`config.mk`:
```
export PLATFORM = sky130hd
export DESIGN_NAME = controller_mc_g7
export DESIGN_NICKNAME = d
export VERILOG_FILES = /design/src/rtl/controller_mc_g7.sv
export SDC_FILE = /design/constraint.sdc
export NUM_CORES = 1
export LEC_CHECK = 0
export CORE_UTILIZATION = 44
export CTS_BUF_LIST = sky130_fd_sc_hd__clkbuf_8 sky130_fd_sc_hd__clkbuf_16
export CTS_CLUSTER_SIZE = 28
export DETAILED_ROUTE_END_ITERATION = 12
export PLACE_DENSITY_LB_ADDON = 0.2
export SYNTH_ARGS = -nofsm -noshare
export SYNTH_HDL_FRONTEND = slang
export SYNTH_SLANG_ARGS = --single-unit
```
`constraint.sdc`:
```
create_clock -name clk -period 5 [get_ports clk]
set_input_delay 1.25 -clock clk [delete_from_list [all_inputs] [get_ports clk]]
set_output_delay 1.25 -clock clk [all_outputs]
set_load 0.02 [all_outputs]
```
`src/rtl/controller_mc_g7.sv`:
```
// Multicycle RV32I control unit: Moore main FSM, ALU decoder and illegal-instruction detection
// for the group-7 shared datapath (single memory port, IR/OldPC, A/B/ALUOut registers).
module controller_mc_g7 #(
    parameter bit ILLEGAL_TRAP = 1'b0
) (
    input  logic       clk,
    input  logic       reset,
    input  logic [6:0] op,
    input  logic [2:0] funct3,
    input  logic       funct7b5,
    input  logic       zero,
    output logic       PCWrite,
    output logic       AdrSrc,
    output logic       MemWrite,
    output logic       IRWrite,
    output logic [1:0] ResultSrc,
    output logic [1:0] ALUSrcA,
    output logic [1:0] ALUSrcB,
    output logic [1:0] ImmSrc,
    output logic       RegWrite,
    output logic [3:0] ALUControl,
    output logic       illegal_instr
);

    localparam logic [3:0] ALU_ADD = 4'd0;
    localparam logic [3:0] ALU_SUB = 4'd1;
    localparam logic [3:0] ALU_AND = 4'd2;
    localparam logic [3:0] ALU_OR  = 4'd3;
    localparam logic [3:0] ALU_SRL = 4'd5;

    localparam logic [6:0] OP_LOAD  = 7'b0000011;
    localparam logic [6:0] OP_STORE = 7'b0100011;
    localparam logic [6:0] OP_RTYPE = 7'b0110011;
    localparam logic [6:0] OP_ITYPE = 7'b0010011;
    localparam logic [6:0] OP_BEQ   = 7'b1100011;
    localparam logic [6:0] OP_JAL   = 7'b1101111;

    typedef enum logic [3:0] {
        S_FETCH, S_DECODE, S_MEMADR, S_MEMREAD, S_MEMWB, S_MEMWRITE,
        S_EXECR, S_EXECI, S_ALUWB, S_BEQ, S_JAL, S_TRAP
    } state_t;

    typedef enum logic [1:0] { ALUOP_ADD, ALUOP_SUB, ALUOP_FUNCT } aluop_t;

    state_t r_state, w_next;
    aluop_t w_alu_op;
    logic   w_pc_update, w_branch, w_illegal, r_illegal;

    always_ff @(posedge clk or posedge reset) begin
        if (reset) begin
            r_state   <= S_FETCH;
            r_illegal <= 1'b0;
        end else begin
            r_state   <= w_next;
            r_illegal <= (r_state == S_DECODE) && w_illegal;
        end
    end

    // R-type only accepts funct7b5=1 for sub; srai/sra are unsupported.
    always_comb begin
        w_illegal = 1'b0;
        case (op)
            OP_LOAD, OP_STORE: w_illegal = (funct3 != 3'b010);
            OP_RTYPE: begin
                case (funct3)
                    3'b000:                 w_illegal = 1'b0;
                    3'b101, 3'b110, 3'b111: w_illegal = funct7b5;
                    default:                w_illegal = 1'b1;
                endcase
            end
            OP_ITYPE: begin
                case (funct3)
                    3'b000, 3'b110, 3'b111: w_illegal = 1'b0;
                    3'b101:                 w_illegal = funct7b5;
                    default:                w_illegal = 1'b1;
                endcase
            end
            OP_BEQ:  w_illegal = (funct3 != 3'b000);
            OP_JAL:  w_illegal = 1'b0;
            default: w_illegal = 1'b1;
        endcase
    end

    always_comb begin
        w_next      = r_state;
        w_pc_update = 1'b0;
        w_branch    = 1'b0;
        w_alu_op    = ALUOP_ADD;
        AdrSrc      = 1'b0;
        MemWrite    = 1'b0;
        IRWrite     = 1'b0;
        RegWrite    = 1'b0;
        ResultSrc   = 2'b00;
        ALUSrcA     = 2'b00;
        ALUSrcB     = 2'b00;
        case (r_state)
            S_FETCH: begin
                IRWrite     = 1'b1;
                ALUSrcB     = 2'b10;
                ResultSrc   = 2'b10;
                w_pc_update = 1'b1;
                w_next      = S_DECODE;
            end
            S_DECODE: begin
                ALUSrcA = 2'b01;
                ALUSrcB = 2'b01;
                if (w_illegal) begin
                    w_next = ILLEGAL_TRAP ? S_TRAP : S_FETCH;
                end else begin
                    case (op)
                        OP_LOAD, OP_STORE: w_next = S_MEMADR;
                        OP_RTYPE:          w_next = S_EXECR;
                        OP_ITYPE:          w_next = S_EXECI;
                        OP_BEQ:            w_next = S_BEQ;
                        OP_JAL:            w_next = S_JAL;
                        default:           w_next = S_FETCH;
                    endcase
                end
            end
            S_MEMADR: begin
                ALUSrcA = 2'b10;
                ALUSrcB = 2'b01;
                w_next  = op[5] ? S_MEMWRITE : S_MEMREAD;
            end
            S_MEMREAD: begin
                AdrSrc = 1'b1;
                w_next = S_MEMWB;
            end
            S_MEMWB: begin
                ResultSrc = 2'b01;
                RegWrite  = 1'b1;
                w_next    = S_FETCH;
            end
            S_MEMWRITE: begin
                AdrSrc   = 1'b1;
                MemWrite = 1'b1;
                w_next   = S_FETCH;
            end
            S_EXECR: begin
                ALUSrcA  = 2'b10;
                w_alu_op = ALUOP_FUNCT;
                w_next   = S_ALUWB;
            end
            S_EXECI: begin
                ALUSrcA  = 2'b10;
                ALUSrcB  = 2'b01;
                w_alu_op = ALUOP_FUNCT;
                w_next   = S_ALUWB;
            end
            S_ALUWB: begin
                RegWrite = 1'b1;
                w_next   = S_FETCH;
            end
            S_BEQ: begin
                ALUSrcA  = 2'b10;
                w_alu_op = ALUOP_SUB;
                w_branch = 1'b1;
                w_next   = S_FETCH;
            end
            S_JAL: begin
                ALUSrcA     = 2'b01;
                ALUSrcB     = 2'b10;
                w_pc_update = 1'b1;
                w_next      = S_ALUWB;
            end
            S_TRAP:  w_next = S_TRAP;
            default: w_next = S_FETCH;
        endcase
    end

    assign PCWrite       = w_pc_update | (w_branch & zero);
    assign illegal_instr = r_illegal;

    always_comb begin
        case (op)
            OP_STORE: ImmSrc = 2'b01;
            OP_BEQ:   ImmSrc = 2'b10;
            OP_JAL:   ImmSrc = 2'b11;
            default:  ImmSrc = 2'b00;
        endcase
    end

    always_comb begin
        ALUControl = ALU_ADD;
        case (w_alu_op)
            ALUOP_SUB: ALUControl = ALU_SUB;
            ALUOP_FUNCT: begin
                case (funct3)
                    3'b000:  ALUControl = (op[5] & funct7b5) ? ALU_SUB : ALU_ADD;
                    3'b111:  ALUControl = ALU_AND;
                    3'b110:  ALUControl = ALU_OR;
                    3'b101:  ALUControl = ALU_SRL;
                    default: ALUControl = ALU_ADD;
                endcase
            end
            default: ALUControl = ALU_ADD;
        endcase
    end

endmodule

```
### Word level (Yosys, flattened, before mapping)

Cells that the tools add are included.
Widths: inputs -> output; s select.

* output and inout port bits: 18
* register bits after elaboration: 5
* bits of input ports: 14
* word-level logic and storage cells: 64

* muxes and demuxes: 21
* bitwise logic cells: 3
* reductions and logical operators: 15
* equal/unequal tests: 23

Operators with widths (count)
* $pmux 4 s6: 1
* $pmux 4 s5: 1
* $eq 4x3->1 const B: 4
* $eq 4x4->1 const B: 4
* $pmux 2 s2: 4
* $eq 7x6->1 const B: 2
* $eq 7x7->1 const B: 2
* $pmux 3 s4: 1
* $reduce_or 2->1: 6
* $reduce_or 3->1: 4
* $eq 3x3->1 const B: 3
* $eq 4x2->1 const B: 2
* $eq 7x2->1 const B: 1
* $eq 7x5->1 const B: 1
* $mux 1: 7
* $pmux 2 s3: 1
* $pmux 3 s2: 1
* $pmux 1 s5: 1
* $eq 4x1->1 const B: 1
* $logic_not 4->1: 1
* $mux 4: 1
* $pmux 1 s2: 2
* $reduce_or 4->1: 1
* $logic_not 3->1: 1
* other kinds (8): 9

### Logic depth before layout (Yosys ltp)

* depth after elaboration: 6
* gate-level depth with buffers: 8
* depth with buffers taken out: 7

### Least setup slack after synthesis

OpenSTA, ideal clock, no wires.

* path kind: input-to-output
* from: in op[6]
* to: out ImmSrc[0]
* cell stages on the path: 4
* arrival time: 2.297 ns
* path buffers: 1
* data required time: 3.750 ns
* slack: 1.453 ns
* cell sequence: buf_4 -> nor3_1 -> a21oi_1 -> nor4b_1

* longest elaborated chain between the ends: 2
* elaborated cells between the ends (all ways): 4

RTL lines
* start, declared: RTL line 8 `input logic [6:0] op,`
* $eq 7x7->1 / $eq 7x6->1 (equally long branches): RTL line 175 `case (op)`
* $pmux 2 s3 *: RTL line 175
* end, declared: RTL line 19 `output logic [1:0] ImmSrc,`

Mark *: on every way between the ends. The rest lies on a longest branch, timed or not.

### Worst setup path in the final report

* from: in funct3[2]
* to: out ALUControl[0]

* longest elaborated chain between the ends: 3
* elaborated cells between the ends (all ways): 6

RTL lines
* start, declared: RTL line 9 `input logic [2:0] funct3,`
* $eq 3x3->1 / $logic_not 3->1 (equally long branches): RTL line 188 `case (funct3)`
* $pmux 3 s4 *: RTL line 188
* $pmux 3 s2 *: RTL line 185 `case (w_alu_op)`
* end, declared: RTL line 21 `output logic [3:0] ALUControl,`

Marked as above.

==> run summary <==
======================================================================================
Number of register bits inferred by synthesis                                        5
Max frequency                                                                  236 MHz
X dimension of the die                                                         42.7 um
Area of the placeable core                                                  1520 sq um
Count of filler cells inserted in the layout                                       141
Final instance area                                                         1040 sq um
Clock Pin Slew Worst Setup and Hold Paths                                        40 ps
Total number of vias                                                               798
DRC violation total after the first TritonRoute iteration                            9
1st-pass router iterations                                                           4
Reg2reg setup slack                                                            3580 ps
Inserted Clock Buffers                                                               3
Net switching fraction of the power                                              39.6%
Source-to-sink clock delay at the later pin of the worst-skew pair              220 ps
Share of final-layout standard cells stronger than drive strength 1              8.06%
Clk pwr share                                                                    21.6%
Net total in the final layout                                                      141
Max-cap check violation count                                                        0
Fin. max-slew vios                                                                   0
Number of cells upsized or downsized after cts                                       0
Commonest cells after routing, fill and taps aside                        sky130_fd_sc_hd__clkdlybuf4s50_1, sky130_fd_sc_hd__a21oi_1, sky130_fd_sc_hd__inv_1, sky130_fd_sc_hd__nor2_1, sky130_fd_sc_hd__o21ai_0
Remaining routing DRC violations                                                     0
Combinational Power Share                                                        57.5%
Worst IR drop on VDD                                                            209 uV
Final total negative setup slack                                                  0 ps
Post CTS Setup Buffer Count                                                          0
Register share of total power                                                    20.9%
Number of antenna violations at the first check in global routing                    0
Proportion of synthesized chip area in sequential cells                          17.2%
Final period demand of the worst path                                          4240 ps
Register-to-Register Path Depth                                                      3
DP Area                                                                      991 sq um
Effective utilization at floorplan                                               47.9%
Maximum net fanout on the critical path                                              7
Setup CP Type                                                             primary input to output pin
Internal power                                                                  203 uW
Global-route total usage across every layer                                      20.9%
Final global-route overflow total                                                    0
Global-route wire length before repair                                         2.97 mm
CTS root buffer                                                           sky130_fd_sc_hd__clkbuf_8
Worst Path Required                                                            3750 ps
Part of the cycle the worst path needs                                           84.8%
Startpoint of the worst register-to-register path                           r_state[1]
Die Outline Area                                                            1820 sq um
Leakage Power                                                                 0.407 nW
Most frequent standard cell in the layout excluding fill and tap cells    sky130_fd_sc_hd__clkdlybuf4s50_1
Final WL                                                                       1.76 mm
Area growth from synthesis to layout                                             42.0%
Quantity of hold-fixing buffers added after cts                                      0
Number of distinct standard cells referenced by the synthesized netlist             37
Syn nets                                                                           116
Detail Route Antenna Nets                                                            0
Clock tree from TritonCTS                                                          yes
Final HPWL DP                                                                  1.38 mm
Number of cells on the worst hold path                                               2
Number of enable flip-flop cells after synthesis                                     0
Port buffer count                                                                   30
Synthesized netlist cell count                                                     100
Vertical extent of the die                                                     42.7 um
RSZ-0062 raised after global routing                                             false
Post-synth design cell area                                                  729 sq um
Slew headroom                                                                    66.0%
Wire length per cell after detailed routing                                    12.6 um
Clk buf depth                                                                        2
Final hold violation count                                                           0
Startpoint type of the worst setup path                                   primary input
Yosys warning count                                                                  0
Ratio of total power to cell area                                          325 nW/um^2
Worst hold endpoint                                                         r_state[2]
Final setup violation count                                                          0
Worst hold path class                                                     flop to flop
Worst-case clock skew                                                          1.32 ps
Tightest Pin Transition                                                         510 ps
Antenna Diode Count                                                                  0
Maximum number of pins on one net before global-route repair                        18
Worst min-delay path startpoint                                             r_state[2]
Synth async-reset ratio                                                           100%
Level count of the clock H-tree                                                      1
CP Data Arrival Time                                                           2990 ps
Mean Syn Cell Area                                                          7.29 sq um
Total power                                                                     336 uW
Result of the run                                                            completed
Number of top-level pins                                                            32
Number of global-route vias before repair                                          705
Number of sinks driven by the clock tree                                             5
Ys flop type                                                              sky130_fd_sc_hd__dfrtp_1
Switching power summed over all nets                                            133 uW
Crit path capture type                                                      output pin
DR vias/cell                                                                      5.70
Row cnt                                                                             14
Terminus of the critical flop-to-flop path                                  r_state[1]
Placer Congestion                                                                0.853
======================================================================================
## area by class of cell
| class | instances | area [sq um] | share of cell area, % |
|---|---|---|---|
| timing repair buffer | 30 | 300 | 29.0 |
| tap | 16 | 20.0 | 1.93 |
| sequential | 5 | 125 | 12.1 |
| clock inverter | 1 | 3.75 | 0.362 |
| multi-input combinational | 79 | 523 | 50.5 |
| inverter | 6 | 22.5 | 2.17 |
| clock buffer | 3 | 41.3 | 3.99 |
## synthesized netlist by cell type (3+ instances only)
library cell | instances | share of area (%)
sky130_fd_sc_hd__o21ai_0 | 6 | 4.1
sky130_fd_sc_hd__nand3_1 | 4 | 2.7
sky130_fd_sc_hd__dfrtp_1 | 5 | 17
sky130_fd_sc_hd__nand3b_1 | 3 | 3.1
sky130_fd_sc_hd__nor4_1 | 3 | 2.6
sky130_fd_sc_hd__clkbuf_1 | 6 | 3.1
sky130_fd_sc_hd__and2_1 | 5 | 4.3
sky130_fd_sc_hd__nor2_1 | 7 | 3.6
sky130_fd_sc_hd__nand2_1 | 5 | 2.6
sky130_fd_sc_hd__a21oi_1 | 8 | 5.5
sky130_fd_sc_hd__inv_1 | 6 | 3.1
sky130_fd_sc_hd__buf_4 | 3 | 3.1
sky130_fd_sc_hd__nor3b_1 | 5 | 5.1
sky130_fd_sc_hd__nor3_1 | 5 | 3.4
## worst max path at each step
stage                                to       from  cells past startpoint  slack [ps]
after detailed placement  ALUControl[0]  funct3[2]                      7         760
after global placement    ALUControl[0]  funct3[2]                      7         800
after CTS                 ALUControl[0]  funct3[2]                      7         740
after floorplan               ImmSrc[0]      op[6]                      4        1450
after global routing      ALUControl[0]  funct3[2]                      7         560
final                     ALUControl[0]  funct3[2]                      7         760
## per-layer routing
layer	wire (um)	GRT usage, %
met1	767	25.8
met3	54	2.55
met2	926	36.7
met4	13	7.50
met5	0	0
## flip-flops by register name, indices dropped and copies added (netlist names)
| signal | flops |
|---|---|
| r_state | 4 |
| illegal_instr | 1 |
## worst max-delay path, cell delays in order
cell and delay (ps):
sky130_fd_sc_hd__clkdlybuf4s50_1 570, sky130_fd_sc_hd__and2_1 160, sky130_fd_sc_hd__a31oi_1 40, sky130_fd_sc_hd__o21ai_0 170
sky130_fd_sc_hd__a21oi_1 100, sky130_fd_sc_hd__nor2_1 90, sky130_fd_sc_hd__clkdlybuf4s50_1 610
## power by group through the flow
| stage | Sequential (mW) | Combinational, mW | Clock, mW |
|---|---|---|---|
| global placement | 0.0702 | 0.191 | 0 |
| detailed placement | 0.0707 | 0.193 | 0 |
| finish | 0.0704 | 0.193 | 0.0727 |
| global route | 0.0726 | 0.207 | 0.0767 |
| floorplan | 0.0573 | 0.131 | 0 |
| CTS | 0.0705 | 0.194 | 0.0744 |
## cell families (layout without fill, tap and decap cells)
| group | Yosys count | count (layout) | synth area share (%) |
|---|---|---|---|
| flops | 5 | 5 | 17.2 |
| fa+ha+maj | 2 | 2 | 3.43 |
| compound gates | 27 | 27 | 26.2 |
| other cells | 1 | 1 | 0.514 |
| buf+inv | 16 | 40 | 11.1 |
| simple gates | 45 | 45 | 36.7 |
| xor+xnor | 4 | 4 | 4.80 |
## metrics by stage
step	hold WS (ps)	setup slack (ps)	std cells	util (%)
after floorplan	775	1450	100	-
after global placement	790	799	136	65.0
after detailed placement	790	761	136	65.0
after CTS	800	741	140	68.0
after global routing	864	560	140	68.0
final	800	761	140	68.0
(Power assumes the default switching activity.)
